<file path="src/rtl/boot_mem_pkg.sv">
// Shared types and helpers for the boot ROM bus controller.
// Address-window check is kept here so both request ports decode identically.
package boot_mem_pkg;

  localparam int unsigned ROM_AW_DEFAULT = 14;

  typedef enum logic {
    PORT_INSTR = 1'b0,
    PORT_DATA  = 1'b1
  } port_t;

  typedef struct packed {
    logic        rvalid;
    logic        err;
    logic [31:0] rdata;
  } rsp_t;

  // True when addr is word aligned and its bits above aw match the window base.
  function automatic logic addr_ok(input logic [31:0] addr, input logic [31:0] base,
                                   input int unsigned aw);
    logic [31:0] mask;
    mask = ~((32'd1 << aw) - 32'd1);
    return ((addr & mask) == (base & mask)) && (addr[1:0] == 2'b00);
  endfunction

endpackage

</file>
<file path="src/rtl/boot_mem_rsp_reg.sv">
// Per-port response register: captures ROM data (or an error) on grant and presents it
// for exactly one cycle; read data holds between responses.
module boot_mem_rsp_reg
  import boot_mem_pkg::*;
(
  input  logic        i_clk,
  input  logic        i_rst_n,
  input  logic        i_load,
  input  logic        i_err,
  input  logic [31:0] i_rdata,
  output rsp_t        o_rsp
);

  rsp_t r_rsp;

  always_ff @(posedge i_clk or negedge i_rst_n) begin
    if (!i_rst_n) begin
      r_rsp <= '0;
    end else begin
      r_rsp.rvalid <= i_load;
      r_rsp.err    <= i_load & i_err;
      // Errored responses return zero so ROM contents never leak on a rejected access.
      if (i_load) begin
        r_rsp.rdata <= i_err ? 32'h0 : i_rdata;
      end
    end
  end

  assign o_rsp = r_rsp;

endmodule

</file>
<file path="src/rtl/boot_mem_ctrl.sv">
// Boot ROM bus controller: arbitrates instruction and data read ports onto one ROM port,
// rejects writes and bad addresses, and returns registered responses one cycle after grant.
module boot_mem_ctrl
  import boot_mem_pkg::*;
#(
  parameter logic [31:0] BASE_ADDR = 32'h0000_0000,
  parameter int unsigned ROM_AW    = ROM_AW_DEFAULT
) (
  input  logic        i_clk,
  input  logic        i_rst_n,

  input  logic        i_instr_req,
  input  logic [31:0] i_instr_addr,
  output logic        o_instr_gnt,
  output logic        o_instr_rvalid,
  output logic [31:0] o_instr_rdata,
  output logic        o_instr_err,

  input  logic        i_data_req,
  input  logic        i_data_we,
  input  logic [3:0]  i_data_be,
  input  logic [31:0] i_data_addr,
  input  logic [31:0] i_data_wdata,
  output logic        o_data_gnt,
  output logic        o_data_rvalid,
  output logic [31:0] o_data_rdata,
  output logic        o_data_err,

  output logic [31:0] o_rom_addr,
  input  logic [31:0] i_rom_rdata
);

  port_t r_last_grant;
  logic  w_gnt_instr;
  logic  w_gnt_data;
  logic  w_instr_err;
  logic  w_data_err;
  rsp_t  w_instr_rsp;
  rsp_t  w_data_rsp;
  logic  w_unused;

  // Read-only target: byte enables and write data carry no meaning here.
  assign w_unused = ^{i_data_be, i_data_wdata};

  always_comb begin
    w_gnt_instr = 1'b0;
    w_gnt_data  = 1'b0;
    if (i_instr_req && i_data_req) begin
      // Tie goes to whichever port lost the previous contested or uncontested grant.
      if (r_last_grant == PORT_INSTR) begin
        w_gnt_data = 1'b1;
      end else begin
        w_gnt_instr = 1'b1;
      end
    end else begin
      w_gnt_instr = i_instr_req;
      w_gnt_data  = i_data_req;
    end
  end

  always_ff @(posedge i_clk or negedge i_rst_n) begin
    if (!i_rst_n) begin
      r_last_grant <= PORT_INSTR;
    end else if (w_gnt_data) begin
      r_last_grant <= PORT_DATA;
    end else if (w_gnt_instr) begin
      r_last_grant <= PORT_INSTR;
    end
  end

  always_comb begin
    o_rom_addr = {i_instr_addr[31:2], 2'b00};
    if (w_gnt_data) begin
      o_rom_addr = {i_data_addr[31:2], 2'b00};
    end
  end

  assign w_instr_err = !addr_ok(i_instr_addr, BASE_ADDR, ROM_AW);
  assign w_data_err  = !addr_ok(i_data_addr, BASE_ADDR, ROM_AW) || i_data_we;

  boot_mem_rsp_reg u_instr_rsp (
    .i_clk   (i_clk),
    .i_rst_n (i_rst_n),
    .i_load  (w_gnt_instr),
    .i_err   (w_instr_err),
    .i_rdata (i_rom_rdata),
    .o_rsp   (w_instr_rsp)
  );

  boot_mem_rsp_reg u_data_rsp (
    .i_clk   (i_clk),
    .i_rst_n (i_rst_n),
    .i_load  (w_gnt_data),
    .i_err   (w_data_err),
    .i_rdata (i_rom_rdata),
    .o_rsp   (w_data_rsp)
  );

  assign o_instr_gnt    = w_gnt_instr;
  assign o_instr_rvalid = w_instr_rsp.rvalid;
  assign o_instr_err    = w_instr_rsp.err;
  assign o_instr_rdata  = w_instr_rsp.rdata;

  assign o_data_gnt     = w_gnt_data;
  assign o_data_rvalid  = w_data_rsp.rvalid;
  assign o_data_err     = w_data_rsp.err;
  assign o_data_rdata   = w_data_rsp.rdata;

endmodule

</file>
<file path="config.mk">
export PLATFORM = sky130hd
export DESIGN_NAME = boot_mem_ctrl
export DESIGN_NICKNAME = d
export VERILOG_FILES = /design/src/rtl/boot_mem_pkg.sv /design/src/rtl/boot_mem_rsp_reg.sv /design/src/rtl/boot_mem_ctrl.sv
export SDC_FILE = /design/constraint.sdc
export NUM_CORES = 1
export LEC_CHECK = 0
export ABC_AREA = 1
export BUFFER_PORTS_ARGS = -buffer_cell sky130_fd_sc_hd__buf_2
export CAP_MARGIN = 10
export CORE_UTILIZATION = 47
export DETAILED_ROUTE_END_ITERATION = 7
export HOLD_SLACK_MARGIN = 0.15
export PLACE_DENSITY = 0.92
export SLEW_MARGIN = 20
export SYNTH_ARGS = -nofsm -noshare
export SYNTH_HDL_FRONTEND = slang
export SYNTH_SLANG_ARGS = --single-unit
</file>
<file path="constraint.sdc">
create_clock -name i_clk -period 2.04 [get_ports i_clk]
set_input_delay 0 -clock i_clk [delete_from_list [all_inputs] [get_ports i_clk]]
set_output_delay 0 -clock i_clk [all_outputs]
set_load 0.005 [all_outputs]
</file>
==> results of run 1 <==
layout by cell type, fill, tap and decap left out:
master	instances
inv_4	1
bufinv_16	1
clkinvlp_4	1
buf_2	199
nand3_1	4
nand2_4	2
clkbuf_8	9
inv_2	1
nand4_1	64
clkinv_2	2
conb_1	2
or2_1	2
dfrtp_1	69
o21ai_0	7
a21oi_1	32
buf_4	12
diode_2	1
nor2_4	1
nor2_1	47
buf_12	1
nand2_1	218
clkinv_4	2
nor2_2	5
dlygate4sd3_1	35
inv_1	42
logic make-up (layout without fill, tap and decap cells):
| kind of cell | after synthesis | after routing |
|---|---|---|
| flops | 69 | 69 |
| other cells | 1 | 3 |
| compound gates | 39 | 39 |
| buf+inv | 86 | 306 |
| simple gates | 343 | 343 |
sequential cells by signal, summed over array words and instances (netlist names):
| signal | count |
|---|---|
| u_data_rsp.o_rsp | 34 |
| u_instr_rsp.o_rsp | 34 |
| r_last_grant | 1 |
final cells by class:
class                      count  area share, %
multi-input combinational    384          31.60
inverter                      44          3.125
tap                          102          2.379
timing repair buffer         247          27.15
clock inverter                 6          1.213
antenna                        1        0.04664
clock buffer                   9          2.309
sequential                    69          32.18
path summary, 6_finish.rpt:
check	slack [ns]	end	cells past startpoint	from
setup / recovery	0.20	o_rom_addr[4]	6	r_last_grant$_DFFE_PN0P_
hold / removal	0.17	u_instr_rsp.o_rsp[27]$_DFFE_PN0P_	5	i_instr_addr[14]
setup reg to reg	0.50	u_instr_rsp.o_rsp[21]$_DFFE_PN0P_	5	r_last_grant$_DFFE_PN0P_
hold reg to reg	0.48	u_data_rsp.o_rsp[27]$_DFFE_PN0P_	2	u_data_rsp.o_rsp[27]$_DFFE_PN0P_
max in group asynchronous	1.16	u_instr_rsp.o_rsp[0]$_DFFE_PN0P_	2	i_rst_n
min in group asynchronous	0.32	u_instr_rsp.o_rsp[17]$_DFFE_PN0P_	2	i_rst_n
power breakdown:
part | internal, uW | switching [uW]
registers | 1380 | 6.20
clock network | 558 | 529
logic | 259 | 395
worst register-to-register path, delay by kind of cell, from the launching register on:
family                 cells  cell delay [ns]
flip-flops                 1             0.41
buffers and inverters      1             0.46
AND/OR/NAND/NOR            4             0.60
timing repair:
action / in CTS / in global routing
hold buffers: 35 / 0
endpoints found under the hold margin: 135 / 0
endpoints found under the setup margin: 0 / 24
resized for setup: 0 / 3
through the flow:
step	util (%)	power, uW	hold WS [ns]
2_1_floorplan	-	1715	-0.2956
3_3_place_gp	62.00	1987	0.1596
3_5_place_dp	62.00	1998	0.1738
4_1_cts	68.94	3126	0.1561
5_1_grt	69.07	3275	0.1937
6_report	69.07	3127	0.1661
metal layers:
layer / global-route usage (%) / vias to the layer above / wire, um
li1: - / 2145 / -
met1: 42.53 / 2056 / 5343
met2: 50.62 / 315 / 6090
met3: 8.209 / 32 / 1552
met4: 11.72 / 0 / 369
met5: 0 / - / 0
==> flow_summary.yaml, run 1 <==
run_status:
  status: "finished, violations left"
  violations: "DRC"
clock_tree:
  numCtsBuffers: 9
  cts_tree: "yes"
  cts_buffer_depth: 2
  cts_setup_buffers: 0
  h-tree-depth: 3
  cts-root-buf: "clkbuf_8"
  clkSlewWorstSetupHoldPaths_ns: 0.08
  insertion_delay_ns: 0.33
  cts.sinks: 69
routing:
  firstDrtPassIters: 8
  wl_um: 13360
  wl_per_cell_um: 15.49
  ant_nets: 0
  drt-initial-drc-count: 355
  viasPerCell: 5.276
  route.vias.total: 4548
  drc_errors: 1
sta:
  max-slew-margin-rel_pct: 42.35
  worst_slack_ns: 0.1970
  fmax_mhz: 542.6
  finalSetupTns_ns: 0
  rsz0062_at_grt: "false"
  finalHoldViolCount: 0
  tightest_slew_ns: 0.8648
  setup_viol: 0
  finalCriticalPeriod_ns: 1.843
  fin_crit_sh_pct: 90.34
  skew_ns: 0.005777
  drv_slew: 0
grt:
  grt_pass1_wl_um: 21110
  grt-ovfl-total: 0
  grt_max_degree: 70
  antenna_found_initial: 1
  grtUsageTotal_pct: 32.04
  grt_pass1_vias: 4287
worst_setup_path:
  worstPathRequired_ns: 2.04
  cp_top_family: "simple AND/OR/NAND/NOR gates"
  worst_setup_path_start_kind: "flip-flop"
  critical-path-max-stage-delay_ns: 0.39
  crit_chain: "nand2_4 -> nand2_4 -> buf_4 -> nand2_1 -> nand2_1 -> buf_2"
  cp_data_arrival_time_ns: 1.84
  critPathCaptureType: "output pin"
  critPathSlowestCell: "dfrtp_1"
  crit_fanout: 25
  path_class: "flip-flop to output pin"
  cp_num_buf_inv: 2
floorplanning:
  ios: 239
  start_util_pct: 48.99
  num_rows: 32
  fp.dieH_um: 91.98
  die_w_um: 91.98
  dieArea_mm2: 0.008459
  coreArea_mm2: 0.007767
place:
  post-dp-hpwl_um: 9255
  pre_cts_ws_ns: 0.4039
  gp_congestion: 0.8883
  place_area_mm2: 0.004816
  placedCellCount: 811
  portBuffers: 200
finish:
  area_delta_synth_final_pct: 41.01
  multi_input_area_mm2: 0.001695
  instances_no_fill: 862
  seq_area_mm2: 0.001727
  nFillCells: 648
  num-nets-final: 892
  drive_gt1_share_pct: 31.23
  fin_area_mm2: 0.005365
yosys:
  synth_edf_count: 0
  synth_compound_area_share_pct: 5.130
  yosys.area_share.adder_pct: 0
  synth_top_area_share_pct: 45.38
  synth_area_leader_cell: "dfrtp_1"
  synth_cells: 538
  synth.most_common_cell: "nand2_1"
  postSynth.asyncResetShare_pct: 100.0
  netlist_area_mm2: 0.003805
  ys_top_cells_by_area: "dfrtp_1, nand2_1, nand4_1"
  synthFlopType: "dfrtp_1"
  synth-seq-cells: 69
  yosysSeqAreaShare_pct: 45.38
  synth_area_per_cell_um2: 7.072
  synth_top_family_by_area: "simple AND/OR/NAND/NOR gates"
  synthXorXnorAreaFrac_pct: 0
  synth_warnings: 0
  yosys-top-cells-count: "nand2_1, dfrtp_1, nand4_1"
  synthMuxAreaShare_pct: 0
  synth-simple-area-share_pct: 38.70
  synth.distinct_cells: 19
flow_run:
  drv_cap: 0
power:
  power.density_mw_per_mm2: 582.8
  peakVddDrop_v: 0.0003083
  p_leak_uw: 0.003351
hold_path:
  hold_class: "input pin to flip-flop"
Power figures use the tool's default switching activity.
==> inputs of run 2 (changes only) <==
ABC_AREA = default   (was 1)
CORE_AREA = 2 2 93 95   (was default)
CORE_UTILIZATION = default   (was 47)
DIE_AREA = 0 0 95 97   (was default)
PLACE_DENSITY = 0.9   (was 0.92)
==> run 2 against run 1 <==
  * The run now ends clean
  * Worst hold slack better by 0.023 ns
  * Routed wire length is 0.64% lower
  * Die area grew 8.9%
  * Non-clock buffer count increased by 1
  * Via count is 8.5% lower
  * Final cell count shrank 14%
  * Sequential cell count stayed put
  * Clock skew grew 0.0025 ns
  * Synthesized cell count fell by 23%
==> flow_summary.yaml, run 2 <==
sta:
  skew_ns: 0.008254
  finalCriticalPeriod_ns: 1.952
  fmax_mhz: 512.4
  tightest_slew_ns: 0.8651
  worst_slack_ns: 0.08824
  finalSetupTns_ns: 0
  whs_ns: 0.1896
  drv_slew: 0
  setup_viol: 0
  finalHoldViolCount: 0
  max-slew-margin-rel_pct: 42.33
  rsz0062_at_grt: "false"
  fin_crit_sh_pct: 95.67
power:
  pwr-share-comb_pct: 19.3
  power_switching_uw: 860.4
  pwr-share-clk_pct: 35.1
  power.density_mw_per_mm2: 577.7
  peakVddDrop_v: 0.0003729
  p_leak_uw: 0.002773
  p_sw_share_pct: 28.35
  sequentialPowerShare_pct: 45.6
  p_total_uw: 3035
  p_int_uw: 2174
worst_setup_path:
  crit_fanout: 28
  path_class: "flip-flop to flip-flop"
  worstPathRequired_ns: 2.33
  critPathCaptureType: "flip-flop"
  cp_data_arrival_time_ns: 2.24
  worst_setup_path_start_kind: "flip-flop"
routing:
  drt-initial-drc-count: 314
  ant_nets: 0
  wl_um: 13270
  firstDrtPassIters: 5
  drc_errors: 0
  wl_per_cell_um: 17.88
  route.vias.total: 4162
  viasPerCell: 5.609
grt:
  grt_pass1_vias: 4102
  grt_pass1_wl_um: 20720
  grt_max_degree: 70
  antenna_found_initial: 0
  grtUsageTotal_pct: 29.20
  grt-ovfl-total: 0
yosys:
  synthFlopType: "dfrtp_1"
  netlist_area_mm2: 0.003680
  synth_cells: 416
  synth_area_per_cell_um2: 8.846
  yosys-top-cells-count: "nand2_1, dfrtp_1, o21ai_0"
  postSynth.asyncResetShare_pct: 100.0
  synth-seq-cells: 69
  synth.distinct_cells: 29
  ys_top_cells_by_area: "dfrtp_1, nand2_1, nand4_1"
  synth_edf_count: 0
  synth_warnings: 0
  synth_area_leader_cell: "dfrtp_1"
  synth_top_area_share_pct: 46.92
  synth.most_common_cell: "nand2_1"
  yosysSeqAreaShare_pct: 46.92
place:
  gp_congestion: 0.9617
  pre_cts_ws_ns: 0.3758
  portBuffers: 200
  post-dp-hpwl_um: 9173
flow_run:
  drv_cap: 0
finish:
  num-nets-final: 770
  antennaDiodeCount: 0
  mostFrequentLayoutCells: "buf_2, nand2_1, dfrtp_1"
  nFillCells: 677
  area_delta_synth_final_pct: 42.77
  drive_gt1_share_pct: 39.56
  multi_input_area_mm2: 0.001690
  seq_area_mm2: 0.001727
  layout.cells.most_common: "buf_2"
clock_tree:
  numCtsBuffers: 9
  cts.sinks: 69
  cts_setup_buffers: 0
  insertion_delay_ns: 0.35
  cts-root-buf: "clkbuf_8"
  clkSlewWorstSetupHoldPaths_ns: 0.07
  h-tree-depth: 3
  cts_tree: "yes"
  cts_buffer_depth: 2
floorplanning:
  die_w_um: 95
  num_rows: 33
  fp.dieH_um: 97
  start_util_pct: 45.24
  coreArea_mm2: 0.008134
  dieArea_mm2: 0.009215
  ios: 239
hold_path:
  hold_class: "input pin to flip-flop"
run_status:
  status: "finished clean"
## run 2: cell count changes in the layout (fill, tap and decap cells not counted), sizes merged, moves of 31 or more
cell / delta
nand2: -96
a21oi: -31
inv: -31
nand4: -35
nor2: -51
o21ai: +53
## run 2: layout make-up
class                   instances  share of cell area, %
well taps                     105                  2.501
flip-flops and latches         69                  32.87
clock buffers                  10                  2.429
inverters                      13                 0.9288
clock inverters                 5                  1.000
repair buffers                248                  28.10
multi-input cells             292                  32.17
## run 2: repair_timing
item	4_1_cts	5_1_grt
gates resized for setup	0	2
setup endpoints to repair	0	23
endpoints found under the hold margin	134	0
hold buffers	37	0
## run 2: per-layer routing
layer	track usage, %	up-vias	part of all wire [%]
met2	47.19	269	47
li1	-	1890	-
met3	5.919	50	10
met1	36.99	1953	38
met5	0	-	0
met4	14.05	0	4.5
## run 2: worst paths after layout
check	startpoint	to	slack (ns)	cells past startpoint
min in group asynchronous	i_rst_n	u_instr_rsp.o_rsp[24]$_DFFE_PN0P_	0.32	2
worst max-delay path	r_last_grant$_DFFE_PN0P_	u_data_rsp.o_rsp[12]$_DFFE_PN0P_	0.09	4
max in group asynchronous	i_rst_n	u_instr_rsp.o_rsp[5]$_DFFE_PN0P_	1.15	2
worst min register to register	u_data_rsp.o_rsp[19]$_DFFE_PN0P_	u_data_rsp.o_rsp[19]$_DFFE_PN0P_	0.49	2
worst min-delay path	i_instr_req	r_last_grant$_DFFE_PN0P_	0.19	3
worst max register to register	r_last_grant$_DFFE_PN0P_	u_data_rsp.o_rsp[12]$_DFFE_PN0P_	0.09	4
## run 2: kinds of logic after synthesis
logic type,Yosys count,share of synthesized area [%]
flops,69,46.92
compound gates,100,19.52
other cells,1,0.1019
simple gates,190,25.64
buf+inv,56,7.820
## run 2: power groups by stage
| stage | Clock [uW] | Sequential, uW | Combinational [uW] |
|---|---|---|---|
| after floorplan | 0 | 1410 | 245 |
| after global placement | 0 | 1410 | 511 |
| after detailed placement | 0 | 1410 | 523 |
| after CTS | 1090 | 1380 | 577 |
| after global routing | 1150 | 1380 | 641 |
| final | 1070 | 1380 | 587 |
## run 2: critical path, cell delays in order (launching register included)
cell,delay [ns]
dfrtp_1,0.44
a21bo_2,0.23
buf_4,0.23
o41ai_1,0.39
dlygate4sd3_1,0.60
## run 2: per-stage QoR
step / instance area, um2 / utilization (%) / std cells
global route: 5254 / 64.59 / 742
CTS: 5246 / 64.50 / 742
floorplan: 3684 / - / 417
global placement: 4696 / 57.73 / 690
finish: 5254 / 64.59 / 742
detailed placement: 4696 / 57.73 / 690
